$ cat src/rtl/ripple_count_monitor.sv
// ripple_count_monitor
//
// Purpose:
//   Synchronous consumer of an asynchronous, glitch-prone ripple counter
//   value. The value is brought into the clk domain with a two-flop
//   synchroniser and accepted only once it has been seen unchanged for long
//   enough. A wrap counter extends it into a wide event count. A sticky
//   threshold match is raised, and a valid/ready snapshot port serves the
//   readout stage.
//
// Optional feature (compile-time macro):
//   WRAP_SAT_EN  - when defined, the wrap counter saturates at all-ones.
//                  The overflowing wrap sets the sticky wrap_sat flag.
//                  When undefined, the wrap counter rolls over and wrap_sat
//                  is tied low.
//
// Parameters:
//   CW        width of the ripple counter value q_in
//   EW        width of the wrap counter (extended count is CW+EW bits)
//   STABLE_N  equal synchronised samples needed before a value is accepted
//
// Ports:
//   clk         system clock, rising edge
//   rst         asynchronous active-high reset
//   q_in        ripple counter output, asynchronous to clk
//   clr         synchronous clear of counts, match and overrun
//   thresh      match threshold, quasi-static
//   count       extended count {wrap counter, accepted value}
//   started     a value has been accepted since reset/clr
//   match       sticky: count >= thresh has been seen
//   snap_req    single-cycle snapshot request
//   snap_data   captured count
//   snap_valid  snapshot held for the consumer
//   snap_ready  consumer accepts the snapshot
//   snap_ovr    sticky: a request was dropped while a snapshot was pending
//   wrap_sat    wrap counter saturated (only with WRAP_SAT_EN)

module ripple_count_monitor #(
   parameter int CW       = 4,
   parameter int EW       = 8,
   parameter int STABLE_N = 2
) (
   input  logic             clk,
   input  logic             rst,
   input  logic [CW-1:0]    q_in,
   input  logic             clr,
   input  logic [CW+EW-1:0] thresh,
   output logic [CW+EW-1:0] count,
   output logic             started,
   output logic             match,
   input  logic             snap_req,
   output logic [CW+EW-1:0] snap_data,
   output logic             snap_valid,
   input  logic             snap_ready,
   output logic             snap_ovr,
   output logic             wrap_sat
);

   localparam int XW = CW + EW;
   localparam int RW = $clog2(STABLE_N + 1);
   localparam logic [RW-1:0] RUN_MAX = RW'(STABLE_N);

   localparam logic [0:0] ST_INIT = 1'b0;
   localparam logic [0:0] ST_RUN  = 1'b1;

   logic [CW-1:0] s1_q;
   logic [CW-1:0] s2_q;
   logic [CW-1:0] cand_q, cand_d;
   logic [RW-1:0] run_q, run_d;
   logic          stable;
   logic [0:0]    state_q, state_d;
   logic [CW-1:0] acc_q, acc_d;
   logic [EW-1:0] wrap_q, wrap_d;
   logic          wrap_inc;
   logic          match_q, match_d;
   logic [XW-1:0] snap_data_q, snap_data_d;
   logic          snap_valid_q, snap_valid_d;
   logic          snap_ovr_q, snap_ovr_d;

   assign count      = {wrap_q, acc_q};
   assign started    = (state_q == ST_RUN);
   assign match      = match_q;
   assign snap_data  = snap_data_q;
   assign snap_valid = snap_valid_q;
   assign snap_ovr   = snap_ovr_q;

   // Stability filter: cand holds the most recent synchronised value.
   // run counts how many consecutive cycles it has been seen, and
   // saturates at STABLE_N.
   always_comb begin
      cand_d = cand_q;
      run_d  = run_q;
      if (clr) begin
         cand_d = '0;
         run_d  = '0;
      end else if (s2_q == cand_q) begin
         if (run_q != RUN_MAX) begin
            run_d = run_q + 1'b1;
         end
      end else begin
         cand_d = s2_q;
         run_d  = RW'(1);
      end
   end

   // A value is accepted only while the synchroniser still agrees with the
   // candidate. This requires STABLE_N+1 equal samples, so a value that is
   // visible in s2 for fewer cycles can never be accepted.
   assign stable = (run_q == RUN_MAX) && (s2_q == cand_q);

   // Acceptance FSM. In INIT the first stable value is taken as the start
   // point without a wrap check. In RUN a new value that is numerically
   // smaller than the previous one means the ripple counter has wrapped at
   // least once. Exactly one wrap is counted, however many values were
   // skipped.
   always_comb begin
      state_d  = state_q;
      acc_d    = acc_q;
      match_d  = match_q;
      wrap_inc = 1'b0;
      if (clr) begin
         state_d = ST_INIT;
         acc_d   = '0;
         match_d = 1'b0;
      end else begin
         if ((state_q == ST_RUN) && (count >= thresh)) begin
            match_d = 1'b1;
         end
         if (stable) begin
            if (state_q == ST_INIT) begin
               acc_d   = cand_q;
               state_d = ST_RUN;
            end else if (cand_q != acc_q) begin
               acc_d    = cand_q;
               wrap_inc = (cand_q < acc_q);
            end
         end
      end
   end

`ifdef WRAP_SAT_EN
   logic sat_q, sat_d;

   // Saturating wrap counter. Once it reaches all-ones, the upper count
   // bits freeze and the overflowing wrap is remembered in sat.
   always_comb begin
      wrap_d = wrap_q;
      sat_d  = sat_q;
      if (clr) begin
         wrap_d = '0;
         sat_d  = 1'b0;
      end else if (wrap_inc) begin
         if (wrap_q == {EW{1'b1}}) begin
            sat_d = 1'b1;
         end else begin
            wrap_d = wrap_q + 1'b1;
         end
      end
   end

   // Sticky saturation flag.
   always_ff @(posedge clk or posedge rst) begin
      if (rst) begin
         sat_q <= 1'b0;
      end else begin
         sat_q <= sat_d;
      end
   end

   assign wrap_sat = sat_q;
`else
   // Rolling wrap counter, modulo 2^EW.
   always_comb begin
      wrap_d = wrap_q;
      if (clr) begin
         wrap_d = '0;
      end else if (wrap_inc) begin
         wrap_d = wrap_q + 1'b1;
      end
   end

   assign wrap_sat = 1'b0;
`endif

   // Snapshot port. A request is served if nothing is pending, or if the
   // pending snapshot is being consumed in the same cycle. Otherwise the
   // request is dropped and recorded as an overrun. The captured value is
   // the registered count, so a request together with clr sees the
   // pre-clear count.
   always_comb begin
      snap_data_d  = snap_data_q;
      snap_valid_d = snap_valid_q;
      snap_ovr_d   = snap_ovr_q;
      if (snap_req && (!snap_valid_q || snap_ready)) begin
         snap_data_d  = count;
         snap_valid_d = 1'b1;
      end else if (snap_valid_q && snap_ready) begin
         snap_valid_d = 1'b0;
      end
      if (clr) begin
         snap_ovr_d = 1'b0;
      end else if (snap_req && snap_valid_q && !snap_ready) begin
         snap_ovr_d = 1'b1;
      end
   end

   // State registers. The synchroniser and the snapshot holding registers
   // are deliberately left out of clr.
   always_ff @(posedge clk or posedge rst) begin
      if (rst) begin
         s1_q         <= '0;
         s2_q         <= '0;
         cand_q       <= '0;
         run_q        <= '0;
         state_q      <= ST_INIT;
         acc_q        <= '0;
         wrap_q       <= '0;
         match_q      <= 1'b0;
         snap_data_q  <= '0;
         snap_valid_q <= 1'b0;
         snap_ovr_q   <= 1'b0;
      end else begin
         s1_q         <= q_in;
         s2_q         <= s1_q;
         cand_q       <= cand_d;
         run_q        <= run_d;
         state_q      <= state_d;
         acc_q        <= acc_d;
         wrap_q       <= wrap_d;
         match_q      <= match_d;
         snap_data_q  <= snap_data_d;
         snap_valid_q <= snap_valid_d;
         snap_ovr_q   <= snap_ovr_d;
      end
   end

endmodule

$ cat config.mk
export PLATFORM = sky130hd
export DESIGN_NAME = ripple_count_monitor
export DESIGN_NICKNAME = d
export VERILOG_FILES = /design/src/rtl/ripple_count_monitor.sv
export SDC_FILE = /design/constraint.sdc
export NUM_CORES = 1
export LEC_CHECK = 0
export CAP_MARGIN = 20
export CORE_ASPECT_RATIO = 1.1
export CORE_MARGIN = 1
export CORE_UTILIZATION = 35
export CTS_CLUSTER_DIAMETER = 200
export DETAILED_ROUTE_END_ITERATION = 12
export MAX_ROUTING_LAYER = met4
export PLACE_DENSITY = 0.68
export SYNTH_ARGS = -nofsm -noshare
export SYNTH_HDL_FRONTEND = slang
export SYNTH_SLANG_ARGS = --single-unit
$ cat constraint.sdc
create_clock -name clk -period 6.55 [get_ports clk]
set_clock_uncertainty 0.15 [all_clocks]
set_input_delay 1.31 -clock clk [delete_from_list [all_inputs] [get_ports clk]]
set_output_delay 1.31 -clock clk [all_outputs]
set_load 0.05 [all_outputs]
==> impl_metrics.toml <==
[outcome]
status = "complete, no violations"

[synth]
ys_warn_count = 0
syn_nets = 232
ys_ff_latch = 42
synth.distinct_cells = 42
avgSynthCellArea_um2 = 10.8
ys_seq_area_share_pct = 50.5
syn_inst = 193
synthesis.area_mm2 = 0.00208

[hold_path]
min_from = "s1_q[0]"
holdCritPathClass = "reg2reg"
min_path_cells = 0
min_to = "s2_q[0]"

[clock_network]
clockRootBuffer = "clkbuf_8"
clock_latency_ns = 0.29
cts_buffer_depth = 2
cts.repair.resized = 0
clkSlewWorstSetupHoldPaths_ns = 0.08
cts_tree = "done"
clock_sinks = 42
cts_hold_buf = 0
cts-buffers-inserted = 5
cts_setup_buffers = 0
htree_levels = 2

[die]
initial_core_util_pct = 36.3
pin_count = 50
die_w_um = 75.5
row_count = 29
die_h_um = 82.9
coreArea_mm2 = 0.00573
die-area_mm2 = 0.00626

[critical_path]
path_buf_inv = 1
cp-start-kind = "flop"
r2r_cells = 7
crit_family = "buffers and inverters"
critical_path_arrival_ns = 1.70
cp_max_fo = 9
critPathMaxStageDelay_ns = 0.87
cp-end-kind = "output pin"
r2r-start = "acc_q[1]"
r2r_end = "wrap_q[5]"
reg2reg_slack_ns = 4.14
crit_required_ns = 5.09
critical_path_class = "reg2out"
cp_cell_sequence = "clkdlybuf4s50_1"
slowest_stage = "clkdlybuf4s50_1"

[pwr]
swShare_pct = 23.6
ir_worst_vdd_mv = 0.109
combPwrFrac_pct = 10.1
powerDensity_mw_per_mm2 = 178
pwr-share-clk_pct = 34.9
p_switching_uw = 115
p_seq_share_pct = 55.0
finalPower_uw = 488
internal_power_uw = 372
p_leak_uw = 0.00124

[route]
drc_errors = 0
ant_nets = 0
wl_per_cell_um = 12.8
wl_um = 4130
vias = 1523
via_per_inst = 4.73
first_pass_iters = 4
drtIter0Drc = 90

[sta]
final.min_clock_period_ns = 3.16
hold_viol = 0
max_freq_mhz = 317
tns_ns = 0
report.final.slew_viol_count = 0
final.period_utilization_pct = 48.2
holdWs_ns = 0.199
final-setup-viol-count = 0
maxSlewHeadroom_pct = 49.1
worstMarginPinSlew_ns = 0.761
rsz0062_at_grt = "no"

[layout]
nets = 283
fin_util_pct = 47.7
area_growth_pct = 31.4
drive_gt1_share_pct = 9.39
fin_cells = 322
regArea_mm2 = 0.00105
n_antenna_cell = 0
fill_cells = 576
multi_input_area_um2 = 925

[placement]
port_buffers = 48
globalplace.congestion = 0.743
hpwl_um = 3120
placedCellCount = 314

[flow_run]
drv_cap = 0

[global_route]
grt_pass1_wl_um = 7480
grt_pass1_vias = 1603
grt-ovfl-total = 0
antenna_found_initial = 0
grt_use_total_pct = 16.2
grt_max_degree = 43
## metal layers
layer  up-vias  routed length [µm]  GRT usage (%)
met4         0                 106           6.06
met2        30                2080           25.0
li1        765                   -              -
met1       720                1810           20.4
met5         -                   0              -
met3         8                 129           3.64
## cell families after synthesis
group,share of synthesized area [%]
adders and majority gates,10.8
AOI/OAI and AO/OA,10.7
muxes,3.73
buffers and inverters,5.05
and+or+nand+nor,14.6
DFF,50.5
xor gates and xnor gates,4.39
other,0.180
## registers in the layout, summed over array words and instances, names as in the netlist, 2 cells and up
register   count
snap_data     12
wrap_q         8
acc_q          4
cand_q         4
s1_q           4
s2_q           4
run_q          2
## final cells by class
class,count,area share [%]
flip-flops and latches,42,38.4
multi-input cells,124,33.8
repair buffers,49,17.8
well taps,77,3.52
clock buffers,7,3.16
inverters,22,3.02
clock inverters,1,0.183
## power by group through the flow
stage / logic (µW) / clock network (µW) / registers [µW]
5_1_grt: 55.4 / 191 / 269
6_report: 49.3 / 170 / 268
4_1_cts: 50.5 / 176 / 268
3_3_place_gp: 49.5 / 0 / 273
2_1_floorplan: 27.6 / 0 / 276
3_5_place_dp: 50.3 / 0 / 273
## synthesized netlist by cell type, drive strengths merged
master  instances  area (µm²)
nand3           1        5.00
a22o            3        26.3
xnor2           7        91.3
mux2i           1        10.0
nand2          15        56.3
a31o            1        8.76
a41o            1        10.0
o31ai           2        15.0
nor4            2        12.5
nor4b           1        15.0
or4             2        15.0
nand2b          3        18.8
inv            22        82.6
o21ai          10        50.1
buf             3        15.0
clkbuf          2        7.51
a311oi          1        8.76
ha             18         225
nor3b           1        7.51
a41oi           1        8.76
a21oi          10        50.1
a31oi           1        6.26
a211oi          1        7.51
conb            1        3.75
nand4           3        33.8
nor3            4        20.0
nand4b          1        8.76
o211ai          1        7.51
and3            1        6.26
or3             2        17.5
dfrtp          42        1050
nor2           15        56.3
a211o           1        8.76
o21bai          1        7.51
or2             1        6.26
mux2            6        67.6
nor2b           4        25.0
a21o            1        7.51
## per-stage QoR
step           area, µm²  worst slack (ns)
4_1_cts             2730              3.38
3_5_place_dp        2640              3.18
3_3_place_gp        2640              3.25
6_report            2730              3.39
2_1_floorplan       2080              3.87
5_1_grt             2730              3.32
## placed cells by master (no fill, tap or decap), types with 3 or more instances in the layout
master,netlist,final
ha_1,18,18
nor2_1,15,15
clkbuf_8,0,6
mux2_2,6,6
xnor2_1,3,3
a22o_1,3,3
xnor2_2,4,4
nand2b_1,3,3
clkdlybuf4s50_1,0,48
inv_1,22,22
o21ai_0,10,10
a21oi_1,10,10
nor3_1,4,4
nand2_1,15,15
dfrtp_1,42,42
nor2b_1,4,4
## how the worst max path moves through the flow
stage              start       end  slack, ns  cells past startpoint
2_1_floorplan  thresh[0]     match       3.87                      6
3_3_place_gp         clr  acc_q[1]       3.25                      4
3_5_place_dp         clr  acc_q[3]       3.18                      4
4_1_cts        wrap_q[2]  count[6]       3.38                      1
5_1_grt        wrap_q[2]  count[6]       3.32                      1
6_report       wrap_q[2]  count[6]       3.39                      1
(Power assumes the default switching activity.)
